$ cat src/rtl/raw_split_5_streams.sv
// Re-serialises the 80-bit combined 5-lane word into one 16-bit sample per cycle, tagged with
// one-hot lane and absolute channel. Define RAW_SPLIT_FRAME_CNT_EN to build the frame counter.
module raw_split_5_streams #(
    parameter int unsigned NUM_STREAMS   = 5,
    parameter int unsigned CH_PER_STREAM = 32,
    parameter int unsigned DW            = 16
) (
    input  logic                      bus_clk,
    input  logic                      aresetn,
    input  logic                      s_axis_tvalid,
    output logic                      s_axis_tready,
    input  logic [NUM_STREAMS*DW-1:0] s_axis_tdata,
    output logic                      m_axis_tvalid,
    input  logic                      m_axis_tready,
    output logic [DW-1:0]             m_axis_tdata,
    output logic [NUM_STREAMS-1:0]    m_axis_tstreamno,
    output logic [7:0]                m_axis_tchno,
    output logic                      m_axis_tlast,
    output logic [31:0]               frame_cnt
);

    localparam int unsigned LW = $clog2(NUM_STREAMS);
    localparam int unsigned CW = $clog2(CH_PER_STREAM);
    localparam logic [LW-1:0] LastLane = LW'(NUM_STREAMS - 1);
    localparam logic [CW-1:0] LastCh   = CW'(CH_PER_STREAM - 1);

    typedef enum logic [0:0] {StEmpty, StEmit} state_e;

    typedef struct packed {
        logic [DW-1:0]          data;
        logic [NUM_STREAMS-1:0] streamno;
        logic [7:0]             chno;
        logic                   last;
    } beat_t;

    state_e                    state_q;
    logic [NUM_STREAMS*DW-1:0] word_q;
    logic [LW-1:0]             lane_q;
    logic [CW-1:0]             ch_idx_q;
    logic                      valid_q;
    beat_t                     beat_q;
    logic [CW-1:0]             ch_next;
    logic                      last_lane;

    // Lane 0 sits in the most significant slice of the packed word.
    function automatic beat_t make_beat(input logic [NUM_STREAMS*DW-1:0] w,
                                        input logic [LW-1:0] l, input logic [CW-1:0] c);
        beat_t b;
        b.data = '0;
        for (int i = 0; i < int'(NUM_STREAMS); i++) begin
            if (l == LW'(i)) b.data = w[(NUM_STREAMS - 1 - i) * DW +: DW];
        end
        b.streamno = NUM_STREAMS'(1) << l;
        b.chno     = 8'(32'(l) * CH_PER_STREAM + 32'(c));
        b.last     = (l == LastLane) && (c == LastCh);
        return b;
    endfunction

    assign last_lane = (lane_q == LastLane);
    assign ch_next   = (ch_idx_q == LastCh) ? '0 : ch_idx_q + CW'(1);

    // On the last lane the next word can be taken in the same cycle the final beat leaves.
    assign s_axis_tready = aresetn &&
                           ((state_q == StEmpty) || (last_lane && m_axis_tready));

    always_ff @(posedge bus_clk) begin
        if (!aresetn) begin
            state_q  <= StEmpty;
            word_q   <= '0;
            lane_q   <= '0;
            ch_idx_q <= '0;
            valid_q  <= 1'b0;
            beat_q   <= '0;
        end else begin
            unique case (state_q)
                StEmpty: begin
                    if (s_axis_tvalid) begin
                        word_q  <= s_axis_tdata;
                        lane_q  <= '0;
                        valid_q <= 1'b1;
                        beat_q  <= make_beat(s_axis_tdata, '0, ch_idx_q);
                        state_q <= StEmit;
                    end
                end
                StEmit: begin
                    if (m_axis_tready) begin
                        if (!last_lane) begin
                            lane_q <= lane_q + LW'(1);
                            beat_q <= make_beat(word_q, lane_q + LW'(1), ch_idx_q);
                        end else begin
                            ch_idx_q <= ch_next;
                            lane_q   <= '0;
                            if (s_axis_tvalid) begin
                                word_q <= s_axis_tdata;
                                beat_q <= make_beat(s_axis_tdata, '0, ch_next);
                            end else begin
                                valid_q <= 1'b0;
                                beat_q  <= '0;
                                state_q <= StEmpty;
                            end
                        end
                    end
                end
                default: state_q <= StEmpty;
            endcase
        end
    end

    assign m_axis_tvalid    = valid_q;
    assign m_axis_tdata     = beat_q.data;
    assign m_axis_tstreamno = beat_q.streamno;
    assign m_axis_tchno     = beat_q.chno;
    assign m_axis_tlast     = beat_q.last;

`ifdef RAW_SPLIT_FRAME_CNT_EN
    logic [31:0] frame_cnt_q;

    always_ff @(posedge bus_clk) begin
        if (!aresetn) begin
            frame_cnt_q <= '0;
        end else if (valid_q && m_axis_tready && beat_q.last) begin
            frame_cnt_q <= frame_cnt_q + 32'd1;
        end
    end

    assign frame_cnt = frame_cnt_q;
`else
    assign frame_cnt = 32'h0;
`endif

endmodule

$ cat config.mk
export PLATFORM = sky130hd
export DESIGN_NAME = raw_split_5_streams
export DESIGN_NICKNAME = d
export VERILOG_FILES = /design/src/rtl/raw_split_5_streams.sv
export SDC_FILE = /design/constraint.sdc
export NUM_CORES = 1
export LEC_CHECK = 0
export CAP_MARGIN = 20
export CORE_MARGIN = 2
export CORE_UTILIZATION = 28
export CTS_BUF_LIST = sky130_fd_sc_hd__clkbuf_4
export DETAILED_ROUTE_END_ITERATION = 8
export PLACE_DENSITY = 0.6
export SYNTH_ARGS = -nofsm -noshare
export SYNTH_HDL_FRONTEND = slang
export SYNTH_SLANG_ARGS = --single-unit
$ cat constraint.sdc
create_clock -name bus_clk -period 4.6 [get_ports bus_clk]
set_input_delay 0.92 -clock bus_clk [delete_from_list [all_inputs] [get_ports bus_clk]]
set_output_delay 0.92 -clock bus_clk [all_outputs]
set_load 0.1 [all_outputs]
# [After elaboration in Yosys (flattened, before gate mapping)]
# Cells that the tools add are included.
[word_totals] reg_bits=120 inputBits=84 output_inout_bits=64
[op_classes] addsub=3 eq_ne=10 shift=1 n_mux=28 n_bitwise=1 n_reduce_logical=9
[op_table] cell="80-bit 2-to-1 mux" count=3
[op_table] cell="80-bit one-hot mux with 2 select lines" count=1
[op_table] cell="30-bit 2-to-1 mux" count=4
[op_table] cell="16-bit 2-to-1 mux" count=5
[op_table] cell="30-bit one-hot mux with 2 select lines" count=1
[op_table] cell="3-bit 2-to-1 mux" count=3
[op_table] cell="8-bit by 5-bit adder with 8-bit output" count=1
[op_table] cell="1-bit 2-to-1 mux" count=7
[op_table] cell="3-bit by 2-bit == test with 1-bit output (second input constant)" count=2
[op_table] cell="3-bit == test (second input constant)" count=2
[op_table] cell="2-bit inequality test (second input constant)" count=3
[op_table] cell="3-bit one-hot mux with 2 select lines" count=1
[op_table] cell="5-bit by 1-bit adder with 5-bit output (second input constant)" count=1
[op_table] cell="5-bit == test (second input constant)" count=1
[op_table] cell="5-bit 2-to-1 mux" count=1
[op_table] cell="1-bit by 3-bit left shift with 5-bit output (first input constant)" count=1
[op_table] cell="1-bit one-hot mux with 2 select lines" count=2
[op_table] cell="2-bit AND reduction" count=2
[op_table] cell="4-bit AND reduction" count=1
[op_table] cell="3-bit by 1-bit adder with 3-bit output (second input constant)" count=1
[op_table] cell="3-bit by 1-bit == test with 1-bit output (second input constant)" count=1
[op_table] cell="1-bit logical AND" count=3
[op_table] cell="3-bit zero test" count=1
[op_table] cell="3-bit AND reduction" count=1
[op_table] cell="other kinds (3)" count=3

# [Depth between registers and ports, before layout]
# Gate-level depths: netlist of the first run.
[depth] depth_word=10 depth_mapped=9 mapped_depth_nobuf=6

# [Worst setup path before layout of the first run]
# OpenSTA, ideal clock, no wires.
[synth_timing] path_type="flip-flop to output port" start="register lane_q[0]" end="output s_axis_tready" arrival_ns=3.133 setup_slack_ns=0.547 stages_incl_launch_ff=8 path_cell_list="dfxtp_1 -> inv_1 -> ha_1 -> buf_2 -> buf_2 -> buf_2 -> nand3_1 -> a21oi_1"
[synth_via] elab_chain_cells=4
[synth_lines] item="start, declared" line="38" text="logic [LW-1:0] lane_q;"
[synth_lines] item="start signal, assigned" line="88" text="lane_q <= lane_q + LW'(1);"
[synth_lines] item="3-bit == test" line="59" text="assign last_lane = (lane_q == LastLane);"
[synth_lines] item="1-bit logical AND" line="64" text="((state_q == StEmpty) || (last_lane && m_axis_tready));"
[synth_lines] item="1-bit logical OR" line="64"
[synth_lines] item="1-bit logical AND" line="63" text="assign s_axis_tready = aresetn &&"
[synth_lines] item="end, declared" line="11" text="output logic s_axis_tready,"
# Every way passes these cells.

==> results of run 1 <==
[metrics by stage]
step | util [%] | hold WS [ns]
floorplan | - | 0.4317
global route | 36.29 | 0.4828
CTS | 36.15 | 0.4579
finish | 36.29 | 0.4596
detailed placement | 34.61 | 0.4435
global placement | 34.61 | 0.4394
[where the power goes]
part	leakage [nW]	switching (mW)	internal [mW]
Clock	0.161	0.393	0.423
Sequential	0.960	0.0347	1.07
Combinational	1.45	0.420	0.163
[cell type report]
cell class,instances,area [sq um]
Clock buffer,18,135.1
Multi-Input combinational cell,553,2820
Fill cell,2115,12440
Sequential cell,117,2342
Inverter,10,37.54
Timing Repair Buffer,123,1254
Clock inverter,14,165.2
Tap cell,265,331.6
[cell usage after synthesis, drive strengths merged (2+ instances only)]
library cell	number
nand2	212
a21oi	123
dfxtp	117
buf	60
clkbuf	33
o21ai	32
nor2	18
a211oi	14
a31oi	14
and3	13
o211ai	13
nor2b	12
inv	10
ha	7
nand3b	6
nand3	5
a221oi	4
a22oi	4
nor3	4
a311oi	3
and2	3
nand2b	3
nor3b	3
a32oi	2
mux2i	2
nand4	2
o221ai	2
or3	2
xor2	2
[worst max-delay path by stage]
stage / cells after the start / endpoint / from / slack (ns)
after floorplan: 7 / s_axis_tready / lane_q[0]$_SDFFE_PN0P_ / 0.55
after global placement: 6 / m_axis_tdata[0]$_SDFFE_PN0P_ / s_axis_tvalid / 1.22
after detailed placement: 6 / m_axis_tdata[0]$_SDFFE_PN0P_ / s_axis_tvalid / 1.22
after CTS: 1 / m_axis_tchno[7] / lane_q[2]$_SDFFE_PN0P_ / 1.06
after global routing: 1 / m_axis_tchno[7] / lane_q[2]$_SDFFE_PN0P_ / 0.97
final: 1 / m_axis_tchno[7] / lane_q[2]$_SDFFE_PN0P_ / 1.10
[metal layers]
layer	vias up	global-route usage [%]	part of all wire, %
met3	13	3.699	5.3
met1	2351	23.20	50
met4	0	5.000	1.4
li1	2637	-	-
met5	-	0	0
met2	178	22.39	43
[layout by cell type (no fill, tap or decap), types with 12 or more instances in the layout]
master and n:
o21ai_0 31, clkdlybuf4s50_1 114, o211ai_1 13, dfxtp_1 117, nor2b_1 12, nor2_1 18, a21oi_1 122, a31oi_1 14
and3_1 13, clkbuf_4 18, conb_1 32, nand2_1 211, a211oi_1 13
[logic make-up after synthesis]
family / share of synthesized area, %
flops: 41.80
fa+ha+maj: 1.563
other cells: 0.06693
compound gates: 22.58
xor+xnor: 0.6031
mux: 0.6252
simple gates: 22.60
buf+inv: 10.16
[sequential cells by signal (all words and copies together) (netlist names)]
signal / count
m_axis_tvalid: 1
lane_q: 3
state_q: 1
word_q: 80
ch_idx_q: 5
m_axis_tlast: 1
m_axis_tchno: 5
m_axis_tdata: 16
m_axis_tstreamno: 5
==> run metrics, run 1 <==
Ys Warns 0; top cells by area, synth dfxtp_1 42%, nand2_1 14%, a21oi_1 11%; critical path class flip-flop to output port; Setup crit end kind output port; first-pass GRT wire length 26,250 um; Synth-to-Final Area Change 26.46%; power per cell area 353.5 nW/um^2; Final Max Tran Viols 0; P_leak roughly 2.6 nW; post-DP HPWL 11,770 um; pre-CTS setup slack 1.219 ns; Worst Reg-to-Reg Cells 7; antenna violations before repair 0; worst hold path type flip-flop to flip-flop; Most used DFF post-synth dfxtp_1; CP bufs+invs 1; Mapped Area between 5000 and 6000 sq um; Die W 145.5 um; vias 5,179; Synth Register Bits 117; Final nets 913; post-layout min period 3.501 ns; Post-CTS Setup Inserts 0; vias in the first global route 4,655; Critical Path AT 2.58 ns; vias per cell 4.708; Non-Filler Instances 1,100; total negative slack 0 ns; antenna fix cells 0; reg2reg start lane_q[0]$_SDFFE_PN0P_; CTS Sinks ~120; Initial Util 28.69%; worst-path maximum fanout 20; CP Cell Sequence clkdlybuf4s50_1; status finished clean; post-synth top area share 41.80%; WP data required around 3.7 ns; CP delay by family, top buffers and inverters; Worst Hold Depth 2; Overall Global Routing Usage between 10% and 20%; CTS tree built; Setup WS post-layout 1.099 ns; # IOs 148; hold_sp word_q[16]$_SDFFE_PN0P_; RSZ-0062 raised after global routing no; placer congestion estimate 0.8030; DP Cell Count 1,067; Final Hold Viols 0; Skew-Pair Late Insertion Delay 0.54 ns; Yosys cell types 56; Routed Antenna Nets 0; Final setup viols 0; dpl cell area 6758 sq um; Worst-path clk slew 0.10 ns; Starting DRT DRC Count 349; Die Ht 145.5 um; Synth Instances 742; Seq/Total Area, Yosys 41.80%; overall power 2.505 mW; Hold-fix buffers, CTS 0; Max stage delay on crit path 1.26 ns; Routed Wire Length 16,930 um; DR pass1 iterations 5; Hold EP word_q[16]$_SDFFE_PN0P_; H-tree depth 4; DIE AREA 21,160 sq um; share of cells above drive strength 1 5.509%; relative slew slack 25.01%; # resized after CTS 0; WL per Instance 15.39 um; core region area 19,530 sq um; Max-Cap Viols 0; CTS buffer count 17; DRC 0; IO buf count 115; total grt overflow 0; Critical Path Source Type flip-flop; Mapped Avg Cell Area 7.551 sq um; RR Endpoint word_q[23]$_SDFFE_PN0P_; R2R Setup Slk 1.75 ns; num rows a little over 50; CTS Buffer Depth 2; number of synthesized flops with an enable pin 0; Slew @ Worst Pin 1.125 ns; Final Cycle Share 76.11%; fraction of registers with async set/reset 0%; peak supply drop between 100 and 150 uV; largest net degree at the start of global routing 103; CTS Root Cell clkbuf_4; Design Area, Final a little over 7000 sq um; maximum clock frequency ~290 MHz; Synth area leader dfxtp_1; Worst Skew 0.01379 ns; Crit-path slowest cell clkdlybuf4s50_1
(Power assumes the default switching activity.)
==> inputs of run 2 (changes only) <==
Clock period 4.6 ns to 3.3 ns, I/O delays scaled along.
==> run 2 against run 1 <==
  * Via count up 0.71%
  * Design area down 0.26%
  * Die area stayed put
  * Sequential share of layout area increased by 0.088 points
  * First-iteration DRC count grew 9.7%
  * Critical path type unchanged
  * Largest cell class unchanged
  * Largest power group unchanged
  * Highest routed layer unchanged
==> run metrics, run 2 (same netlist as run 1, synthesis figures left out) <==
status finished clean; Routed Antenna Nets 0 (unchanged); DRC 0 (unchanged); critical path class flip-flop to output port; Die Ht 145.5 um (unchanged); Crit-path slowest cell dfxtp_1; vias per cell 4.699 (-0.19%); CTS tree built; CP bufs+invs 1 (unchanged); placer congestion estimate 0.8218 (+2.3%); first-pass GRT wire length 27,030 um (+2.9%); Max stage delay on crit path 0.80 ns (-0.46 ns); P_int 2.310 mW (+39%); share of cells above drive strength 1 9.964% (+4.5 points); Max-Cap Viols 0 (unchanged); CTS Sinks 117 (unchanged); Starting DRT DRC Count 383 (+9.7%); DIE AREA 21,160 sq um (unchanged); vias 5,216 (+0.71%); Worst Hold Depth 2 (unchanged); worst-path maximum fanout 20 (unchanged); storage element area 2342 sq um (unchanged); CTS Root Cell clkbuf_4; post-layout min period 2.644 ns; DR pass1 iterations 4 (-1); reg2reg start lane_q[0]$_SDFFE_PN0P_; CP Cell Sequence nand3_1, a21oi_2, buf_12; NetSw 1.176 mW (+39%); max reg flops 80 (unchanged); IO buf count 115 (unchanged); Worst Reg-to-Reg Cells 6 (-1); Top reg by flops word_q; Switching Share 33.74% (-0.11 points); antenna violations before repair 2 (+2); CTS Buffer Depth 2 (unchanged); # resized after CTS 0 (unchanged); Final Hold Viols 0 (unchanged); largest net degree at the start of global routing 103 (unchanged); total negative slack 0 ns (unchanged); total grt overflow 0 (unchanged); Critical Path AT 1.98 ns (-0.60 ns); Combinational Power Share 23.3% (about the same); RSZ-0062 raised after global routing no; vias in the first global route 4,833 (+3.8%); Initial Util 28.69% (unchanged); Final Cycle Share between 80% and 90%; maximum clock frequency 378.3 MHz; P_leak 2.665 nW (+3.7%); Slew @ Worst Pin 0.9016 ns (-0.2233 ns); Final nets 921 (+0.88%); post-layout util 36.19% (-0.096 points); Hold-fix buffers, CTS 0 (unchanged); Critical Path Source Type flip-flop; core region area 19,530 sq um (unchanged); WL per Instance 15.33 um (-0.42%); peak supply drop 219.6 uV (+71%); Die W 145.5 um (unchanged); WP data required 2.64 ns (-1.04 ns); most frequent cells in the layout 211 x nand2_1, 121 x a21oi_1, 117 x dfxtp_1; power per cell area 493.3 nW/um^2 (+40%); area of the multi-input gates 2821 sq um (about the same); Synth-to-Final Area Change 26.13%; Worst-path clk slew 0.10 ns (about the same); relative slew slack 39.90% (+15 points); Worst Skew 0.01623 ns (+0.002441 ns); Overall Global Routing Usage 16.14% (+0.44 points); commonest non-fill, non-tap cell in the layout nand2_1; CP delay by family, top flip-flops; post-DP HPWL 12,090 um (+2.8%); Setup crit end kind output port; Reg power frac 44.2% (about the same); Clk pwr share 32.4% (-0.2 points); Final Max Tran Viols 0 (unchanged); Skew-Pair Late Insertion Delay 0.53 ns (about the same); Final setup viols 0 (unchanged); H-tree depth 4 (unchanged); worst hold path type flip-flop to flip-flop; Hold EP word_q[14]$_SDFFE_PN0P_; R2R Setup Slk 0.90 ns (-0.85 ns); # IOs 148 (unchanged); num rows 51 (unchanged); hold_sp word_q[14]$_SDFFE_PN0P_; Routed Wire Length 17,020 um (+0.49%); Post-CTS Setup Inserts 0 (unchanged); CTS buffer count 17 (unchanged); Fill cells 2,139 (+1.1%); RR Endpoint m_axis_tdata[15]$_SDFFE_PN0P_
run 2: power by group through the flow:
stage	combinational, mW	clock, mW	sequential, mW
after floorplan	0.432	0	1.74
after global placement	0.813	0	1.57
after detailed placement	0.814	0	1.57
after CTS	0.816	1.16	1.54
after global routing	0.864	1.23	1.55
final	0.813	1.13	1.54
run 2: worst min-delay path: cells and delay by family (launching register included):
| family | cells | cell delay (ns) |
|---|---|---|
| simple gates | 1 | 0.05 |
| flops | 1 | 0.32 |
| compound gates | 1 | 0.05 |
run 2: worst max-delay path by stage:
| stage | cells past startpoint | to | start |
|---|---|---|---|
| floorplan | 7 | s_axis_tready | lane_q[0]$_SDFFE_PN0P_ |
| global placement | 4 | s_axis_tready | m_axis_tready |
| detailed placement | 5 | m_axis_tdata[11]$_SDFFE_PN0P_ | m_axis_tready |
| CTS | 3 | s_axis_tready | lane_q[2]$_SDFFE_PN0P_ |
| global route | 3 | s_axis_tready | lane_q[2]$_SDFFE_PN0P_ |
| finish | 3 | s_axis_tready | lane_q[2]$_SDFFE_PN0P_ |
run 2: area by class of cell:
cell class / count / area share, %
antenna: 2 / 0.07082
tap: 265 / 4.692
clock inverter: 14 / 2.337
timing repair buffer: 131 / 17.39
inverter: 10 / 0.5312
multi-input combinational: 553 / 39.93
clock buffer: 18 / 1.912
sequential: 117 / 33.14
run 2: through the flow:
step	std cells	setup WS (ns)	area [sq um]	total power, mW	hold slack (ns)
after floorplan	773	0.1145	5723	2.170	0.4317
after global placement	1076	0.7128	6761	2.386	0.4400
after detailed placement	1076	0.6399	6761	2.388	0.4424
after CTS	1108	0.6149	7062	3.521	0.4589
after global routing	1110	0.4708	7067	3.649	0.4705
final	1110	0.6565	7067	3.486	0.4575
run 2: metal layers:
| metal | global-route usage [%] | wire length, um | vias to the layer above |
|---|---|---|---|
| li1 | - | - | 2662 |
| met1 | 23.10 | 8513 | 2389 |
| met2 | 23.70 | 7403 | 150 |
| met3 | 4.138 | 875 | 15 |
| met4 | 5.098 | 224 | 0 |
| met5 | 0 | 0 | - |
==> inputs of run 3 (changes only) <==
Clock period 3.3 ns to 2.7 ns, I/O delays scaled along.
==> run 3 against run 2 <==
  * Cell count grew 0.36%
  * Worst hold slack better by 0.0049 ns
  * Clock-buffer cell count unchanged
  * Critical path depth up 3
  * Register-to-register slack lost 0.36 ns
  * Wire length up 3.7%
  * Clock skew down 0.0059 ns
  * Non-clock buffer count up 6
  * Core utilization rose by 0.59 points
  * Global-route usage hardly changed
  * Sequential share of layout area down 0.50 points
  * Sequential cell count did not move
  * Critical path type unchanged
  * Critical endpoint unchanged
==> run metrics, run 3 (same netlist as run 1, synthesis figures left out) <==
most frequent cells in the layout 211 x nand2_1, 121 x a21oi_1, 115 x dfxtp_1; Post-CTS Setup Inserts 0 (unchanged); CTS buffer count 17 (unchanged); Design Area, Final 7182 sq um (+1.6%); Final setup viols 0 (unchanged); worst hold path type flip-flop to flip-flop; CP Cell Sequence inv_1, ha_2, buf_12, nand3_1, a21oi_4, buf_12; CP bufs+invs 3 (+2); largest net degree at the start of global routing 102 (-0.97%); WL per Instance 15.83 um (+3.3%); vias in the first global route 4,832 (-0.021%); Final Hold Viols 0 (unchanged); Synth-to-Final Area Change 28.18%; reg2reg start lane_q[1]$_SDFFE_PN0P_; CTS tree built; DR pass1 iterations 5 (+1); NetSw 1.500 mW (+28%); Worst-path clk slew 0.11 ns (about the same); Final nets 927 (+0.65%); DIE AREA 21,160 sq um (unchanged); Die Ht 145.5 um (unchanged); Final Max Tran Viols 0 (unchanged); CP delay by family, top buffers and inverters; Worst Skew 0.01034 ns (-0.005894 ns); vias per cell 4.755 (+1.2%); Max-Cap Viols 0 (unchanged); Final Cycle Share 93.65%; share of cells above drive strength 1 11.54% (+1.6 points); Max stage delay on crit path 0.38 ns (-0.42 ns); hold slack 0.4624 ns (+0.004855 ns); P_leak 2.711 nW (+1.7%); peak supply drop 286.2 uV (+30%); Top reg by flops word_q; Overall Global Routing Usage 16.15% (about the same); first-pass GRT wire length 26,930 um (-0.36%); total negative slack 0 ns (unchanged); Starting DRT DRC Count 426 (+11%); Skew-Pair Late Insertion Delay 0.53 ns (about the same); Crit-path slowest cell dfxtp_2; # resized after CTS 0 (unchanged); power per cell area 606.3 nW/um^2 (+23%); Setup crit end kind output port; num rows 51 (unchanged); core region area 19,530 sq um (unchanged); Combinational Power Share 23.5% (+0.2 points); vias 5,297 (+1.6%); post-layout min period between 2 and 3 ns; Routed Wire Length 17,640 um (+3.7%); CP startpoint lane_q[0]$_SDFFE_PN0P_; CTS Root Cell clkbuf_4; critical path class flip-flop to output port; Hold-fix buffers, CTS 0 (unchanged); total grt overflow 0 (unchanged); maximum clock frequency 395.5 MHz; hold_sp word_q[43]$_SDFFE_PN0P_; # IOs 148 (unchanged); Critical Path AT 1.99 ns (about the same); Critical Path Source Type flip-flop; Die W 145.5 um (unchanged); H-tree depth 4 (unchanged); relative slew slack 42.58% (+2.7 points); Routed Antenna Nets 0 (unchanged); antenna fix cells 0 (-2); placer congestion estimate 0.8347 (+1.6%); P_int 2.854 mW (+24%); CTS Buffer Depth 2 (unchanged); Initial Util 28.69% (unchanged); max reg flops 80 (unchanged); worst-path maximum fanout 23 (+15%); Slew @ Worst Pin 0.8613 ns (-0.04029 ns); post-layout util 36.78% (+0.59 points); dpl cell area 6827 sq um (+0.96%); WP data required 2.16 ns (-0.48 ns); commonest non-fill, non-tap cell in the layout nand2_1; DRC 0 (unchanged); RSZ-0062 raised after global routing no; post-DP HPWL 12,490 um (+3.3%); antenna violations before repair 0 (-2); Reg power frac 43.4% (-0.8 points); status finished clean; Clk pwr share 33.2% (+0.8 points); IO buf count 115 (unchanged); CP dominant cell by count buf_12; CTS Sinks 117 (unchanged); Switching Share 34.46% (+0.72 points)
[run 3: worst reg2reg max path: stages (launching register included)]
cell      delay (ns)
dfxtp_2         0.37
inv_1           0.08
ha_1            0.72
nor2b_1         0.24
o21ai_0         0.17
a31oi_1         0.34
a211oi_1        0.12
[run 3: per-stage QoR]
step                      total power, mW  cells  setup slack, ns
after floorplan                     2.653    773          0.07941
after global placement              2.938   1080           0.3707
after detailed placement            2.941   1080           0.3392
after CTS                           4.380   1112          0.09499
after global routing                4.541   1114          0.01242
final                               4.354   1114           0.1715
[run 3: per-layer routing]
| layer | part of all wire [%] | track usage, % |
|---|---|---|
| met5 | 0 | 0 |
| met1 | 48 | 22.77 |
| met3 | 6.4 | 3.730 |
| met4 | 0.27 | 3.676 |
| met2 | 46 | 25.12 |
[run 3: layout make-up]
| type | instances | area, sq um |
|---|---|---|
| clock inverters | 14 | 185.2 |
| multi-input cells | 553 | 2831 |
| well taps | 265 | 331.6 |
| flip-flops and latches | 117 | 2345 |
| fillers | 2136 | 12340 |
| inverters | 10 | 37.54 |
| repair buffers | 137 | 1316 |
| clock buffers | 18 | 135.1 |
[run 3: path summary, 6_finish.rpt]
| path | end | slack (ns) | cells past startpoint |
|---|---|---|---|
| worst max-delay path | s_axis_tready | 0.17 | 6 |
| worst min-delay path | word_q[43]$_SDFFE_PN0P_ | 0.46 | 2 |
| worst max register to register | m_axis_tdata[12]$_SDFFE_PN0P_ | 0.54 | 6 |
| worst min register to register | word_q[43]$_SDFFE_PN0P_ | 0.46 | 2 |
[run 3: power by group through the flow]
stage / Sequential, mW / Clock, mW / Combinational, mW
2_1_floorplan: 2.12 / 0 / 0.530
3_3_place_gp: 1.93 / 0 / 1.01
3_5_place_dp: 1.93 / 0 / 1.01
4_1_cts: 1.89 / 1.48 / 1.02
5_1_grt: 1.90 / 1.56 / 1.08
6_report: 1.89 / 1.44 / 1.02
